## src/rtl/reset_sequencer.sv

```systemverilog
// +----------------------------------------------------------------------------+
// | Module   : reset_sequencer                                                 |
// | Brief    : Qualifies a synchronised ready level, then releases staged      |
// |            active-low fabric resets; collapses them on lock loss or        |
// |            software request and counts filtered lock-loss events.          |
// | Revision : 1.0  initial release                                            |
// +----------------------------------------------------------------------------+
`default_nettype none

module reset_sequencer #(
  parameter int HOLD_CYCLES = 16,
  parameter int STAGES      = 3,
  parameter int STAGE_GAP   = 8,
  parameter int LOSS_FILTER = 4,
  parameter int CNT_W       = 8
) (
  input  logic              clk_i,
  input  logic              reset_n_i,
  input  logic              ready_i,
  input  logic              sw_reset_i,
  output logic [STAGES-1:0] rst_n_o,
  output logic              all_released_o,
  output logic [7:0]        loss_cnt_o,
  output logic [1:0]        state_o
);

  localparam int IDX_W = $clog2(STAGES + 1);

  typedef enum logic [1:0] {
    S_ASSERT  = 2'd0,
    S_HOLD    = 2'd1,
    S_RELEASE = 2'd2,
    S_RUN     = 2'd3
  } state_t;

  localparam logic [CNT_W-1:0] C_HOLD_LAST = CNT_W'(HOLD_CYCLES - 1);
  localparam logic [CNT_W-1:0] C_GAP_LAST  = CNT_W'(STAGE_GAP - 1);
  localparam logic [CNT_W-1:0] C_LOSS_LAST = CNT_W'(LOSS_FILTER - 1);
  localparam logic [IDX_W-1:0] C_IDX_LAST  = IDX_W'(STAGES - 1);

  state_t              r_state;
  logic [STAGES-1:0]   r_rst_n;
  logic                r_all;
  logic [7:0]          r_loss;
  logic [CNT_W-1:0]    r_hold;
  logic [CNT_W-1:0]    r_gap;
  logic [CNT_W-1:0]    r_filt;
  logic [IDX_W-1:0]    r_idx;

  always_ff @(posedge clk_i or negedge reset_n_i) begin
    if (!reset_n_i) begin
      r_state <= S_ASSERT;
      r_rst_n <= '0;
      r_all   <= 1'b0;
      r_loss  <= '0;
      r_hold  <= '0;
      r_gap   <= '0;
      r_filt  <= '0;
      r_idx   <= '0;
    end else if (sw_reset_i) begin
      // Software request outranks every other transition, including a release.
      r_state <= S_ASSERT;
      r_rst_n <= '0;
      r_all   <= 1'b0;
      r_hold  <= '0;
      r_gap   <= '0;
      r_filt  <= '0;
      r_idx   <= '0;
    end else begin
      case (r_state)
        S_ASSERT: begin
          if (ready_i) begin
            r_state <= S_HOLD;
            r_hold  <= '0;
          end
        end

        S_HOLD: begin
          if (!ready_i) begin
            r_state <= S_ASSERT;
            r_hold  <= '0;
          end else if (r_hold == C_HOLD_LAST) begin
            r_rst_n[0] <= 1'b1;
            r_hold     <= '0;
            r_gap      <= '0;
            r_filt     <= '0;
            r_idx      <= IDX_W'(1);
            if (STAGES == 1) begin
              r_state <= S_RUN;
              r_all   <= 1'b1;
            end else begin
              r_state <= S_RELEASE;
            end
          end else begin
            r_hold <= r_hold + 1'b1;
          end
        end

        default: begin
          // RELEASE and RUN share the loss filter; a loss beats a same-edge release.
          if (!ready_i && (r_filt == C_LOSS_LAST)) begin
            r_state <= S_ASSERT;
            r_rst_n <= '0;
            r_all   <= 1'b0;
            r_gap   <= '0;
            r_filt  <= '0;
            r_idx   <= '0;
            if (r_loss != 8'hFF) begin
              r_loss <= r_loss + 1'b1;
            end
          end else begin
            r_filt <= ready_i ? '0 : r_filt + 1'b1;
            if (r_state == S_RELEASE) begin
              if (r_gap == C_GAP_LAST) begin
                r_gap   <= '0;
                r_rst_n <= r_rst_n | (STAGES'(1) << r_idx);
                r_idx   <= r_idx + 1'b1;
                if (r_idx == C_IDX_LAST) begin
                  r_all   <= 1'b1;
                  r_state <= S_RUN;
                end
              end else begin
                r_gap <= r_gap + 1'b1;
              end
            end
          end
        end
      endcase
    end
  end

  assign rst_n_o        = r_rst_n;
  assign all_released_o = r_all;
  assign loss_cnt_o     = r_loss;
  assign state_o        = r_state;

endmodule

`default_nettype wire
```

## config.mk

```make
export PLATFORM = sky130hd
export DESIGN_NAME = reset_sequencer
export DESIGN_NICKNAME = d
export VERILOG_FILES = /design/src/rtl/reset_sequencer.sv
export SDC_FILE = /design/constraint.sdc
export NUM_CORES = 1
export LEC_CHECK = 0
export ABC_AREA = 1
export CORE_MARGIN = 2
export CORE_UTILIZATION = 40
export DETAILED_ROUTE_END_ITERATION = 7
export PLACE_DENSITY = 0.58
export SYNTH_ARGS = -nofsm -noshare
export SYNTH_HDL_FRONTEND = slang
export SYNTH_SLANG_ARGS = --single-unit
```

## constraint.sdc

```tcl
create_clock -name clk_i -period 1.5 [get_ports clk_i]
set_input_delay 0.3 -clock clk_i [delete_from_list [all_inputs] [get_ports clk_i]]
set_output_delay 0.3 -clock clk_i [all_outputs]
set_load 0.05 [all_outputs]
```

# [Word-level counts from Yosys, hierarchy flattened]
# Cells that the tools add are included.
[totals] latch_bits=0 n_memories=0 word_cells=98 out_inout_bits=14 ramBits=0 register_bits=40 in_bits=4 mem_bits_ro=0
[op_classes] n_shift=1 addsub=5 bitwise=3 n_mul=0 n_reduce_logical=21 n_eq_ne=13 div_mod_pow=0 magnitude_cmp=0 muxes=46
[op_table] op="$mux 8" count=13
[op_table] op="$pmux 8 s2" count=3
[op_table] op="$add 8x1->8 const B" count=4
[op_table] op="$mux 2" count=15
[op_table] op="$reduce_bool 5->1" count=3
[op_table] op="$mux 3" count=4
[op_table] op="$reduce_and 4->1" count=3
[op_table] op="$reduce_bool 3->1" count=4
[op_table] op="$reduce_and 5->1" count=2
[op_table] op="$ne 3x3->1 const B" count=3
[op_table] op="$eq 8x2->1 const B" count=1
[op_table] op="$eq 8x3->1 const B" count=1
[op_table] op="$eq 8x4->1 const B" count=1
[op_table] op="$mux 1" count=8
[op_table] op="$ne 8x8->1 const B" count=1
[op_table] op="$pmux 2 s2" count=2
[op_table] op="$reduce_bool 4->1" count=2
[op_table] op="$reduce_and 3->1" count=2
[op_table] op="$eq 2x2->1 const B" count=2
[op_table] op="$ne 4x4->1 const B" count=1
[op_table] op="$or 3x3->3" count=1
[op_table] op="$shl 1x2->3 const A" count=1
[op_table] op="$add 2x1->2 const B" count=1
[op_table] op="$eq 2x1->1 const B" count=1
[op_table] op="9 further kinds" count=10

# [Longest topological paths before layout]
[depth] ltp_word=7 mapped_depth=12 ltp_nobuf=12

# [Worst setup path after synthesis]
# OpenSTA, ideal clock, no wires.
[synth_timing] kind="register to register" startpoint="reg r_state[1], in the netlist state_o[1]" endpoint="reg r_gap[0]" stages_incl_launch_ff=11 t_required_ns=1.426 arrival_time_ns=1.923 setup_ns=0.074 slack_ns=-0.497 synth_period_minus_slack_ns=1.997 cell_sequence="dfrtp_1 -> inv_1 -> ha_1 -> buf_4 -> inv_1 -> o21ai_0 -> nor2_4 -> inv_2 -> nor2_4 -> nand2_1 -> o21ai_2"
[synth_between] elab_chain_cells=3 elab_cells_between_ends=10 classes_between="eq/ne (5); mux (2); reduce/logical (3)"
[synth_rtl] item="start, declared" line="41" text="state_t r_state;"
[synth_rtl] item="start signal, assigned" line="52" text="r_state <= S_ASSERT;"
[synth_rtl] item="start signal, assigned" line="62" text="r_state <= S_ASSERT;"
[synth_rtl] item="start signal, assigned" line="73" text="r_state <= S_HOLD;"
[synth_rtl] item="$eq 2x1->1, or another cell as far along" line="70" text="case (r_state)"
[synth_rtl] item="$ne 3x3->1 (no line), or another cell as far along"
[synth_rtl] item="$reduce_and 4->1 (no line) / $mux 8 (equally long branches)"
[synth_rtl] item="end signal, assigned" line="123" text="r_gap <= r_gap + 1'b1;"
[synth_rtl] item="end, declared" line="46" text="logic [CNT_W-1:0] r_gap;"
# Parallel ways exist; a longest one is shown, timed or not.
# A chain may end at the register's enable or synchronous reset.

# [Final worst setup path]
[layout_timing] startpoint="reg r_state[0], in the netlist state_o[0]" endpoint="reg r_filt[5]"
[layout_between] elab_chain_cells=3 elab_cells_between_ends=8 classes_between="eq/ne (4); mux (2); reduce/logical (2)"
[layout_rtl] item="$eq 2x1->1 / $logic_not 2->1 (equally long branches)" line="70"
[layout_rtl] item="$ne 3x3->1 (no line), or another cell as far along"
[layout_rtl] item="$reduce_and 3->1 (no line) / $mux 8 (equally long branches)"
[layout_rtl] item="end signal, assigned" line="112" text="r_filt <= ready_i ? '0 : r_filt + 1'b1;"
[layout_rtl] item="end, declared" line="47" text="logic [CNT_W-1:0] r_filt;"
# Parallel ways exist; a longest one is shown, timed or not.

==> flow_metrics.py <==
metrics = {
    "pwr": {
        "power_density_nw_per_um2": 1160,
        "ir_drop_mv": 0.578,
        "p_leak_uw": 0.00178,
        "p_total_uw": 4230,
    },
    "setup_path": {
        "worstPathArrival_ns": 1.73,
        "critPathBufInv": 3,
        "cp-endpoint": "r_filt[5]",
        "max_stage_delay_ns": 0.45,
        "startpoint": "state_o[0]",
        "ff2ff_path_depth": 11,
        "critPathCaptureType": "flop",
        "worstSetupPathType": "reg -> reg",
        "startpoint_type": "flop",
        "crit_chain": "inv_2, ha_4, inv_4, nor2_4, nor2_2, nand2_2, nand2_4, buf_6, nand3_2, nand2_1, and2_1",
        "r2r_setup_slack_ns": -0.05,
        "reg2reg_from": "state_o[0]",
        "rr_endpoint": "r_filt[5]",
        "critPathSlowestCell": "dfrtp_2",
        "crit_path_max_fanout": 8,
        "critPathTopFamily": "simple AND/OR/NAND/NOR gates",
        "cp.required_ns": 1.69,
        "cp.depth": 11,
    },
    "place": {
        "gp_congestion": 0.859,
        "port_buffers": 17,
        "hpwlAfterDp_mm": 4.05,
        "dp_worst_setup_slack_ns": -0.266,
    },
    "synth": {
        "synth-edff-count": 0,
        "synth_top_area_cell": "dfrtp_1",
        "synth_warnings": 0,
        "syn_inst": 316,
        "ys_ff_latch": 40,
        "synth.area.top_cells": "dfrtp_1, nand2_1, inv_1, nand3_1, nor2_1",
        "avgSynthCellArea_um2": 7.80,
        "syn-cell-area_um2": 2460,
        "async_flop_share_pct": 100,
        "synth_nets": 330,
        "yosys_most_used_dff": "dfrtp_1",
        "synth_top_area_share_pct": 40.6,
        "ys_types": 31,
        "yosysSeqAreaShare_pct": 40.6,
    },
    "detailed_routing": {
        "dr_total_vias": 2238,
        "wl_met1_mm": 2.74,
        "first_pass_iters": 4,
        "drc": 0,
        "wire_per_inst_um": 12.3,
        "wl_met3_um": 212,
        "drt.antenna.violating_nets": 0,
        "top_layer_used": "met4",
        "drt_wl_total_mm": 5.77,
        "viasPerCell": 4.78,
        "wl_met2_mm": 2.78,
        "first_iter_violations": 84,
    },
    "timing": {
        "setup_violations": 11,
        "worstMarginPinSlew_ns": 0.269,
        "slew_viol_final": 0,
        "clock_skew_ns": 0.0111,
        "slew_headroom_pct": 82.1,
        "finalWorstSetupSlack_ns": -0.0484,
        "hold_viol": 0,
        "fmax_ghz": 0.646,
        "min_period_ns": 1.55,
        "rsz0062_at_grt": "true",
        "finalCritPeriodShare_pct": 103,
    },
    "global_routing": {
        "grt_pass1_vias": 2206,
        "grt_max_degree": 41,
        "grt-ovfl-total": 0,
        "grt_usage_pct": 18.7,
        "antenna_found_initial": 0,
        "grt_pass1_wl_mm": 9.74,
    },
    "die": {
        "io_pins": 18,
        "placementRows": 28,
        "dieArea_um2": 6800,
        "die_w_um": 82.5,
        "core_area_um2": 5920,
        "die-height_um": 82.5,
        "initial_utilization_pct": 41.6,
    },
    "cts": {
        "cts_tree": "done",
        "clkSlewWorstSetupHoldPaths_ns": 0.09,
        "htreeDepth": 2,
        "clkLatencyLatePin_ns": 0.30,
        "ctsLongestPathBuffers": 2,
        "cts_buffers": 5,
        "root_buffer": "clkbuf_8",
        "cts_sinks": 40,
    },
    "hold_path": {
        "hp-class": "in -> async",
    },
    "run_status": {
        "status": "finished, violations left",
        "violations": "negative setup slack",
    },
    "layout": {
        "nets": 406,
        "fillCellCount": 509,
        "syn_to_final_growth_pct": 48.1,
        "drive_gt1_share_pct": 42.0,
        "antenna_cells": 0,
    },
    "flow_run": {
        "max_cap_viol_count": 0,
    },
}
[power by group]
part	internal (µW)	switching, µW	total [µW]
Combinational	957	1200	2160
Sequential	1200	111	1310
Clock	368	394	762
Total	2520	1710	4230
[worst reg2reg max path, delay by kind of cell (launching register included)]
family	cells	cell delay, ns
flops	1	0.45
buf+inv	3	0.30
fa+ha+maj	1	0.15
simple gates	7	0.56
[flip-flops by register name, summed over array words and instances, names as in the netlist]
signal          flops
state_o             2
loss_cnt_o          8
rst_n_o             3
all_released_o      1
r_gap               8
r_idx               2
r_filt              8
r_hold              8
[layer usage]
| layer | vias to the layer above | global-route usage (%) |
|---|---|---|
| met5 | - | 0 |
| met3 | 4 | 4.46 |
| met2 | 31 | 30.6 |
| met1 | 1049 | 24.6 |
| li1 | 1154 | - |
| met4 | 0 | 5.33 |
[worst min path at each step]
| stage | from | to | cells after the start |
|---|---|---|---|
| 2_1_floorplan | reset_n_i | all_released_o | 0 |
| 3_3_place_gp | reset_n_i | r_filt[3] | 2 |
| 3_5_place_dp | reset_n_i | r_filt[3] | 2 |
| 4_1_cts | reset_n_i | r_gap[2] | 3 |
| 5_1_grt | reset_n_i | r_gap[2] | 3 |
| 6_report | reset_n_i | r_gap[2] | 3 |
[repair_timing]
| action | in CTS | in global routing |
|---|---|---|
| pin swaps | 17 | 18 |
| setup endpoints to repair | 27 | 35 |
| gates cloned | 1 | 0 |
| buffers inserted | 7 | 8 |
| hold endpoints to repair | 40 | 0 |
| hold buffers | 1 | 0 |
| resized for setup | 22 | 45 |
[metrics by stage]
step | utilization (%) | setup TNS (ns) | cells | hold WS (ns) | cell area (µm²)
2_1_floorplan | - | -1.41 | 316 | 0.00441 | 2540
3_3_place_gp | 54.4 | -7.12 | 444 | 0.292 | 3220
3_5_place_dp | 54.4 | -7.25 | 444 | 0.292 | 3220
4_1_cts | 58.2 | -0.555 | 460 | 0.505 | 3440
5_1_grt | 61.6 | -2.17 | 468 | 0.522 | 3650
6_report | 61.6 | -0.266 | 468 | 0.499 | 3650
[cell usage in the layout (no fill, tap or decap), types with 5 or more instances in the layout]
cell,instances
nand3_1,20
clkbuf_8,6
nand3_2,5
buf_4,49
o21ai_1,9
nand4_1,7
nor2_1,21
nor2_2,14
nand2_2,12
nor2_4,8
xor2_1,8
buf_12,15
nand2_1,60
dfrtp_1,36
nand2_4,8
inv_1,34
inv_4,5
o21ai_2,7
o21ai_0,9
inv_2,8
[Yosys cell counts (all sizes together) (2+ instances only)]
cell    count
xnor2       4
buf         3
nand3      27
o21ai      25
nor3b       2
o21a        2
nor2       43
nor3        3
inv        48
dfrtp      40
nand2      81
a21oi       6
nand4       7
o21bai      2
xor2        8
a22oi       2
ha         10
[cells by family (layout without fill, tap and decap cells)]
kind of cell	Yosys count	count (layout)	synth area share [%]
AOI/OAI and AO/OA	38	38	8.99
xor gates and xnor gates	12	12	4.27
adders and majority gates	10	10	5.08
buffers and inverters	51	127	8.68
DFF	40	40	40.6
and+or+nand+nor	165	166	32.4
[cell type report]
class / count / area, µm² / area share (%)
Clock buffer: 6 / 82.6 / 2.26
Clock inverter: 2 / 10.0 / 0.274
Tap cell: 75 / 93.8 / 2.57
Timing Repair Buffer: 71 / 739 / 20.3
Multi-Input combinational cell: 226 / 1510 / 41.4
Inverter: 48 / 205 / 5.62
Sequential cell: 40 / 1010 / 27.6
No activity file was read; power rests on OpenSTA's default activity.
